==> config.mk <==
export PLATFORM = sky130hd
export DESIGN_NAME = instr_fetch_unit
export DESIGN_NICKNAME = d
export VERILOG_FILES = /design/src/rtl/instr_fetch_unit.sv
export SDC_FILE = /design/constraint.sdc
export NUM_CORES = 1
export LEC_CHECK = 0
export ABC_AREA = 1
export CAP_MARGIN = 40
export CELL_PAD_IN_SITES_DETAIL_PLACEMENT = 0
export CELL_PAD_IN_SITES_GLOBAL_PLACEMENT = 2
export CORE_ASPECT_RATIO = 1.4
export CORE_MARGIN = 1.5
export CORE_UTILIZATION = 25
export CTS_CLUSTER_DIAMETER = 50
export DETAILED_ROUTE_END_ITERATION = 10
export GPL_ROUTABILITY_DRIVEN = 1
export PLACE_DENSITY = 0.95
export RECOVER_POWER = 50
export SKIP_LAST_GASP = 1
export SYNTH_ARGS = -nofsm -noshare
export SYNTH_HDL_FRONTEND = slang
export SYNTH_SLANG_ARGS = --single-unit
==> constraint.sdc <==
create_clock -name clk -period 2.4 [get_ports clk]
set_input_delay 0.24 -clock clk [delete_from_list [all_inputs] [get_ports clk]]
set_output_delay 0.24 -clock clk [all_outputs]
set_load 0.01 [all_outputs]
==> src/rtl/instr_fetch_unit.sv <==
// instr_fetch_unit
// Instruction fetch stage: drives the asynchronous ROM address from the PC,
// latches the returned word into the instruction register and presents the
// decoded fields to execute over a valid/ready handshake. Handles jump
// redirects and PC wrap-around.
// Optional feature macro: FETCH_HALT_EN (stop fetching after an opcode 4'hF
// word until a jump or reset). Without the macro, 4'hF is an ordinary opcode.
//
// Handshake: instr_valid stays high and the decoded fields stay stable until
// an edge where instr_valid and instr_ready are both 1; that edge completes
// the transfer. A jump drops instr_valid without reloading ir, but a transfer
// completing on the same edge is still a completed transfer.
module instr_fetch_unit #(
  parameter int DATA_WIDTH = 38,
  parameter int ADDR_WIDTH = 12
) (
  input  logic                  clk,
  input  logic                  rst_n,
  output logic [ADDR_WIDTH-1:0] address,
  input  logic [DATA_WIDTH-1:0] instruction,
  output logic                  instr_valid,
  input  logic                  instr_ready,
  output logic [3:0]            opcode,
  output logic [1:0]            sel,
  output logic [15:0]           op_a,
  output logic [15:0]           op_b,
  output logic [ADDR_WIDTH-1:0] instr_pc,
  input  logic                  jmp_en,
  input  logic [ADDR_WIDTH-1:0] jmp_addr,
  output logic                  halted
);

  // Field positions within the instruction word: OPCODE s a b.
  localparam int OPC_MSB = DATA_WIDTH - 1;
  localparam int SEL_MSB = DATA_WIDTH - 5;
  localparam logic [3:0] HALT_OPCODE = 4'hF;
  localparam logic [ADDR_WIDTH-1:0] PC_ONE = {{(ADDR_WIDTH-1){1'b0}}, 1'b1};

  typedef enum logic {
    RUN    = 1'b0,
    HALTED = 1'b1
  } state_t;

  state_t                state_q, state_d;
  logic [ADDR_WIDTH-1:0] pc_q, pc_d;
  logic [DATA_WIDTH-1:0] ir_q, ir_d;
  logic [ADDR_WIDTH-1:0] instr_pc_q, instr_pc_d;
  logic                  valid_q, valid_d;

  logic load;
  logic halt_load;

  // A new word is fetched when running, not redirecting, and the IR slot is
  // empty or being emptied this edge.
  assign load = (state_q == RUN) && !jmp_en && (!valid_q || instr_ready);

`ifdef FETCH_HALT_EN
  // The word being loaded right now is a HALT.
  assign halt_load = load && (instruction[OPC_MSB -: 4] == HALT_OPCODE);
`else
  assign halt_load = 1'b0;
`endif

  // State register for the RUN/HALTED FSM.
  always_ff @(posedge clk or negedge rst_n) begin
    if (!rst_n) begin
      state_q <= RUN;
    end else begin
      state_q <= state_d;
    end
  end

  // Next state: a jump always resumes RUN and takes priority over HALT.
  always_comb begin
    state_d = state_q;
    if (jmp_en) begin
      state_d = RUN;
    end else if (halt_load) begin
      state_d = HALTED;
    end
  end

  // FSM output: halted flag mirrors the state.
  always_comb begin
`ifdef FETCH_HALT_EN
    halted = (state_q == HALTED);
`else
    halted = 1'b0;
`endif
  end

  // Datapath next-state: jump beats load; otherwise load, or drop valid on
  // a completed transfer with nothing new to load.
  always_comb begin
    pc_d       = pc_q;
    ir_d       = ir_q;
    instr_pc_d = instr_pc_q;
    valid_d    = valid_q;
    if (jmp_en) begin
      pc_d    = jmp_addr;
      valid_d = 1'b0;
    end else if (load) begin
      ir_d       = instruction;
      instr_pc_d = pc_q;
      valid_d    = 1'b1;
      // A HALT word freezes the PC on itself; otherwise advance with wrap.
      pc_d       = halt_load ? pc_q : (pc_q + PC_ONE);
    end else if (valid_q && instr_ready) begin
      valid_d = 1'b0;
    end
  end

  // Datapath registers, cleared asynchronously.
  always_ff @(posedge clk or negedge rst_n) begin
    if (!rst_n) begin
      pc_q       <= '0;
      ir_q       <= '0;
      instr_pc_q <= '0;
      valid_q    <= 1'b0;
    end else begin
      pc_q       <= pc_d;
      ir_q       <= ir_d;
      instr_pc_q <= instr_pc_d;
      valid_q    <= valid_d;
    end
  end

  // Outputs are pure register slices; nothing passes straight from the ROM.
  assign address     = pc_q;
  assign instr_valid = valid_q;
  assign instr_pc    = instr_pc_q;
  assign opcode      = ir_q[OPC_MSB -: 4];
  assign sel         = ir_q[SEL_MSB -: 2];
  assign op_a        = ir_q[31:16];
  assign op_b        = ir_q[15:0];

endmodule

; After elaboration in Yosys (flattened, before gate mapping)
; Cells that the tools add are included.
[word_totals]
ff_bits = 63
in_bits = 54
output_inout_bits = 64
elab_cells = 19
[op_classes]
add_sub_neg = 1
n_mux = 5
bitwise = 1
reduce_logical = 8
[op_table]
columns = cell, n
row1 = $mux W12, 2
row2 = $add A12 B1 Y12 const B, 1
row3 = $mux W1, 3
row4 = $reduce_bool A3 Y1, 1
row5 = $logic_and A1 B1 Y1, 2
row6 = $logic_not A1 Y1, 2
row7 = $reduce_and A2 Y1, 1
row8 = $reduce_bool A2 Y1, 1
row9 = $logic_or A1 B1 Y1, 1
row10 = $not A1 Y1, 1

; Longest topological paths before layout
; Gate-level depths: netlist of the first run.
[depth]
word_depth = 5
mapped_depth = 8
ltp_nobuf = 6

; Worst setup path before layout of the first run
; No wires, ideal clock.
[synth_path]
path_type = reg-to-reg
from = register pc_q[0] (netlist: address[0])
to = register pc_q[8] (netlist: address[8])
setup_ps = 129
arrival_ps = 1142
required_ps = 2271
path_slack_ps = 1129
path_stages_with_launch = 7
path_buffers = 0
synth_period_minus_slack_ps = 1271
path_cell_list = dfrtp_1 ha_1 nand3_2 nor2_2 nand3_1 nand2_1 nand3_1
[synth_via]
elab_chain_len = 3
[synth_lines]
columns = item, line
row1 = from (decl), 45  ; logic [ADDR_WIDTH-1:0] pc_q, pc_d;
row2 = from (signal assigned), 121  ; pc_q <= pc_d;
row3 = $add A12 B1 Y12, 107  ; pc_d = halt_load ? pc_q : (pc_q + PC_ONE);
row4 = $mux W12, 102  ; end else if (load) begin
row5 = $mux W12, 99  ; if (jmp_en) begin
; Every way passes these cells. The select of a mux whose other input is x is not followed.
; A chain may end at the register's enable or synchronous reset.

; Worst setup path after layout of the first run
[layout_path]
from = input jmp_en
to = register pc_q[5] (netlist: address[5])
[layout_via]
elab_chain_len = 3
word_cells_on_any_way = 4
cone_classes = mux (1) / reduce/logical (3)
[layout_lines]
columns = item, line
row1 = from (decl), 28  ; input logic jmp_en,
row2 = $logic_not A1 Y1, 55  ; assign load = (state_q == RUN) && !jmp_en && (!valid_q || instr_ready);
row3 = $logic_and A1 B1 Y1, 55
row4 = $reduce_bool A2 Y1 (no source line), n/a
; Parallel ways exist; a longest one is shown, timed or not.

==> flow_summary.ini, run 1 <==
[pwr]
ir_worst_vdd_uv = 332
p_leak_nw = 2.01
power_density_mw_per_mm2 = 755

[sta]
fmax_mhz = 547
slew_violations = 0
worstMarginPinSlew_ns = 1.10
fin_crit_sh_pct = 76.2
fin_crit_ns = 1.83
clock-skew-final_ns = 0.00638
setup_tns_ns = 0
finalSetupViolCount = 0
timing.hold.ws_ns = 0.450
maxSlewHeadroom_pct = 26.9
rsz0062_at_grt = no
final-hold-violation-count = 0

[grt]
grt_max_degree = 51
top_usage_layer = met2
grt_overflow = 0
antenna_found_initial = 0
use_met1_pct = 15.8
grt_pass1_vias = 2531
grt_use_met3_pct = 3.71
track_usage_pct = 13.8
grt_pass1_wl_um = 12300
grt_use_met2_pct = 24.1

[final_layout]
n_antenna_cell = 0
regArea_mm2 = 0.00158
fill_cells = 1064
drive_above_1_share_pct = 5.76
final_nets = 484
post_layout_nonfiller_instances = 572
area_growth_pct = 59.9
fin_area_mm2 = 0.00427
multi_input_area_um2 = 941

[logic_synthesis]
synth-edff-count = 0
ys_warn_count = 0
async_reset_ff_share_pct = 100
ys.flop_type = dfrtp_1
syn-num-nets = 365
ys_seq_area_share_pct = 59.0
syn_area_per_cell_um2 = 8.63
synth.lib_cells_used.distinct = 25
netlist_area_mm2 = 0.00267
ys_seq_elements = 63
syn_inst = 310

[worst_setup_path]
crit_path_start_kind = primary input
crit_path_end_kind = flip-flop
crit_type = primary input to flip-flop
critPathArrivalTime_ns = 2.03
max_stage_delay_ns = 0.54
crit_top_cell = clkbuf_1
cp_max_fo = 13
critPathRequiredTime_ns = 2.60
crit_slowest_cell = dlygate4sd3_1
path_cells = dlygate4sd3_1, clkbuf_1, nor2_1, clkbuf_1, a22oi_1, nand3_1

[floorplan]
ioPinCount = 118
coreArea_mm2 = 0.0104
initial_core_util_pct = 25.7
fp-row-count = 44
fp.dieH_um = 125
die_w_um = 90.4
fp.dieArea_mm2 = 0.0113

[placement]
portBuffers = 116
gp_congestion = 0.710
placed_cell_area_mm2 = 0.00398
dp.cells = 555
dp_hpwl_um = 5280

[clock_tree]
cts_buffer_depth = 2
clk_latency_ns = 0.32
clock-root-buffer = clkbuf_16
cts_tree = yes
clk_pin_slew_ns = 0.05
cts_sinks = 63
numCtsBuffers = 9
htree_levels = 3

[detailed_routing]
drt-total-wl_um = 7420
via_count = 2457
drt_iter0_drc = 91
avgViaCountPerCell = 4.30
drc_errors = 0
wl_per_cell_um = 13.0
postRouteAntennaNets = 0
dr.pass1.iters = 4

[worst_hold_path]
hold_path.class = primary input to flip-flop

[outcome]
status = finished, final reports clean

[flow_run]
maxCapViolations = 0
-- worst paths after layout --
path                                 start           to  slack, ns  cells past startpoint
max                                 jmp_en   address[5]       0.57                      6
min                        instruction[19]     ir_q[19]       0.45                      3
max reg2reg                    instr_valid   address[5]       0.71                      6
min reg2reg                       ir_q[15]     ir_q[15]       0.47                      2
max in group asynchronous            rst_n  address[11]       0.93                      3
min in group asynchronous            rst_n     ir_q[19]       0.66                      2
-- stage by stage --
stage | power [mW] | setup WS (ns) | utilization [%]
after CTS | 3.30 | 0.725 | 41.2
after detailed placement | 2.01 | 0.565 | 38.3
after global placement | 2.00 | 0.613 | 38.3
final | 3.23 | 0.571 | 41.1
after floorplan | 1.56 | 1.13 | -
after global routing | 3.40 | 0.376 | 41.1
-- critical path: cells and delay by family --
kind / cells / cell delay, ns
AOI/OAI and AO/OA: 1 / 0.26
and+or+nand+nor: 2 / 0.20
buffers and inverters: 3 / 1.32
-- synth_stat cells (all sizes together), types with 4 or more instances --
cell | instances | area, µm²
nand4 | 4 | 25.0
dfrtp | 63 | 1580
a22oi | 9 | 67.6
inv | 14 | 52.6
nand3 | 16 | 85.1
o21ai | 10 | 50.0
nand2 | 148 | 561
buf | 14 | 97.6
nor2 | 23 | 96.3
-- power by group --
group,internal (mW),leakage (nW),total (mW),switching (mW)
clock,0.826,0.146,1.26,0.438
sequential,1.20,0.770,1.29,0.0987
combinational,0.370,1.10,0.671,0.301
-- repair_timing --
action                                 in CTS  in global routing
gates resized for setup                     0                  0
endpoints found under the hold margin      18                  0
setup buffers                               0                  0
hold buffers                                1                  0
-- per-layer routing --
layer / vias up / wire length, µm
met5: - / 0
met4: 0 / 142
met3: 13 / 292
met2: 71 / 3870
met1: 1165 / 3120
li1: 1208 / -
-- cells in the final DEF (no fill, tap or decap) --
| cell | instances |
|---|---|
| o21ai_1 | 1 |
| o21ai_0 | 9 |
| xor2_1 | 1 |
| inv_2 | 1 |
| nor3_1 | 1 |
| inv_1 | 13 |
| clkbuf_1 | 5 |
| buf_4 | 1 |
| o31ai_1 | 1 |
| o211ai_1 | 1 |
| buf_12 | 3 |
| nor2_1 | 19 |
| nor2_2 | 4 |
| nand2_2 | 1 |
| a21oi_1 | 1 |
| nand4_1 | 4 |
| nand2_1 | 147 |
| dfrtp_1 | 63 |
| nand3_1 | 15 |
| clkdlybuf4s50_1 | 95 |
| a22oi_1 | 9 |
| clkbuf_8 | 1 |
| dlygate4sd3_1 | 21 |
| clkbuf_16 | 9 |
| clkinv_2 | 3 |
| bufinv_16 | 1 |
| conb_1 | 1 |
| xnor2_1 | 1 |
| nand3_2 | 1 |
| ha_1 | 1 |
-- kinds of logic after synthesis --
group                      share of synthesized area, %
and+or+nand+nor                                    28.9
DFF                                                59.0
buffers and inverters                              5.76
AOI/OAI and AO/OA                                  5.15
xor gates and xnor gates                          0.655
adders and majority gates                         0.468
other                                             0.140
-- sequential cells by signal, summed over array words and instances (netlist names) --
signal / cells
instr_valid: 1
instr_pc: 12
address: 12
ir_q: 38
-- final cells by class --
type	instances	share of cell area, %
Timing Repair Buffer	123	29.0
Clock inverter	4	1.05
Sequential cell	63	36.9
Inverter	14	1.23
Tap cell	138	4.04
Multi-Input combinational cell	218	22.0
Clock buffer	12	5.77
No activity file was read; power rests on OpenSTA's default activity.
==> run 2: changes to the inputs <==
- CORE_UTILIZATION: 25 -> 23
- PLACE_DENSITY: 0.95 -> 0.89
- clock period: 2.4 -> 1.7 ns (I/O delays scaled with it)
==> run 2 against run 1 <==
Against the previous run:
- flip-flop and latch count unchanged
- clock skew hardly changed
- utilization down 3.3 points
- worst setup slack lost 0.47 ns
- sequential share of layout area fell by 0.097 points
- worst hold slack worse by 0.066 ns
- routed wire length up 2.5%
- register-to-register slack worse by 0.43 ns
- final area increased by 0.26%
- die area up 8.4%
- largest cell class unchanged
==> flow_summary.ini, run 2 (synthesis gave the netlist of run 1 again) <==
[sta]
worstMarginPinSlew_ns = 0.874
rsz0062_at_grt = no
timing.hold.ws_ns = 0.384
setup_tns_ns = 0
fmax_mhz = 625
maxSlewHeadroom_pct = 41.7
fin_crit_sh_pct = 94.1
finalSetupViolCount = 0
final-hold-violation-count = 0
slew_violations = 0
fin_crit_ns = 1.60
clock-skew-final_ns = 0.00673

[final_layout]
drive_above_1_share_pct = 6.45
post_layout_nonfiller_instances = 578
fin_area_mm2 = 0.00429
area_growth_pct = 60.3
largest_reg_flops = 38
utilization_pct = 37.8
regArea_mm2 = 0.00158
fill_cells = 1188
n_antenna_cell = 0
final_nets = 486
layout_common_cells = nand2_1 (147), clkdlybuf4s50_1 (114), dfrtp_1 (63)
top_register = ir_q
final_common_cell = nand2_1
multi_input_area_um2 = 941

[worst_setup_path]
path_cells = clkdlybuf4s50_1
critPathArrivalTime_ns = 1.43
crit_path_end_kind = primary output
crit_path_start_kind = flip-flop
crit_slowest_cell = clkdlybuf4s50_1
critPathTopFamily = buffers and inverters
r2r_cells = 6
reg2reg_to = address[8]
cp_max_fo = 6
crit_type = flip-flop to primary output
max_stage_delay_ns = 0.60
r2r_start = address[1]
path_buf_inv = 1
critPathRequiredTime_ns = 1.53
r2r_slack_ns = 0.28

[outcome]
status = finished, final reports clean

[floorplan]
ioPinCount = 118
coreArea_mm2 = 0.0113
fp-row-count = 46
fp.dieH_um = 131
fp.dieArea_mm2 = 0.0123
die_w_um = 94.1
initial_core_util_pct = 23.6

[worst_hold_path]
hold_end = ir_q[28]
min_from = instruction[28]
hold_path.class = primary input to flip-flop
whs_path_depth = 3

[clock_tree]
numCtsBuffers = 9
cts_resized = 0
clock-root-buffer = clkbuf_16
htree_levels = 3
cts_buffer_depth = 2
cts_tree = yes
cts_setup_buffers = 0
clk_pin_slew_ns = 0.05
cts_sinks = 63
holdBufCountCts = 1
clk_latency_ns = 0.33

[detailed_routing]
wl_per_cell_um = 13.2
drc_errors = 0
dr.pass1.iters = 6
avgViaCountPerCell = 4.24
via_count = 2448
drt_iter0_drc = 82
drt-total-wl_um = 7600
postRouteAntennaNets = 0

[placement]
placed_cell_area_mm2 = 0.00402
dp.cells = 563
dp_hpwl_um = 5400
portBuffers = 116
gp_congestion = 0.769

[grt]
grt_overflow = 0
antenna_found_initial = 0
grt_max_degree = 64
grt_pass1_wl_um = 12500
grt_pass1_vias = 2522
track_usage_pct = 13.3

[pwr]
p_leak_nw = 2.01
power_density_mw_per_mm2 = 1060
ir_worst_vdd_uv = 387

[flow_run]
maxCapViolations = 0
## run 2: cell count changes in the layout (fill, tap and decap cells not counted)
cell	previous run	this run
buf_2	0	1
clkinv_2	3	0
clkbuf_4	0	2
bufinv_16	1	0
dlygate4sd3_1	21	2
inv_1	13	14
inv_2	1	0
clkbuf_8	1	4
clkdlybuf4s50_1	95	114
buf_12	3	2
clkbuf_1	5	1
buf_4	1	4
## run 2: through the flow
stage          total power, mW  worst slack, ns
2_1_floorplan             2.20            0.429
3_3_place_gp              2.85            0.197
3_5_place_dp              2.86            0.191
4_1_cts                   4.63           0.0839
5_1_grt                   4.79           0.0609
6_report                  4.53            0.101
## run 2: cell type report
class / instances / share of cell area, %
Inverter: 14 / 1.23
Multi-Input combinational cell: 218 / 22.0
Tap cell: 144 / 4.20
Timing Repair Buffer: 125 / 29.2
Clock buffer: 14 / 6.63
Sequential cell: 63 / 36.8
## run 2: worst max-delay path by stage
stage | startpoint | endpoint | slack [ns] | depth (start not counted)
2_1_floorplan | address[0] | address[8] | 0.43 | 6
3_3_place_gp | instr_ready | address[5] | 0.20 | 8
5_1_grt | address[3] | address[3] | 0.06 | 1
4_1_cts | address[2] | address[2] | 0.08 | 1
6_report | address[3] | address[3] | 0.10 | 1
3_5_place_dp | instr_ready | address[5] | 0.19 | 8
## run 2: report_power, final
part	internal (mW)	leakage, nW	switching, mW	total (mW)
Combinational	0.546	1.09	0.427	0.973
Sequential	1.69	0.770	0.143	1.83
Clock	1.13	0.141	0.599	1.73
## run 2: metal layers
layer  up-vias  routed length [µm]  track usage (%)
met1      1150                3260             16.2
met4         0                 176             6.85
met2        73                3830             22.1
li1       1214                   -                -
met3        11                 335             2.84
met5         -                   0                0
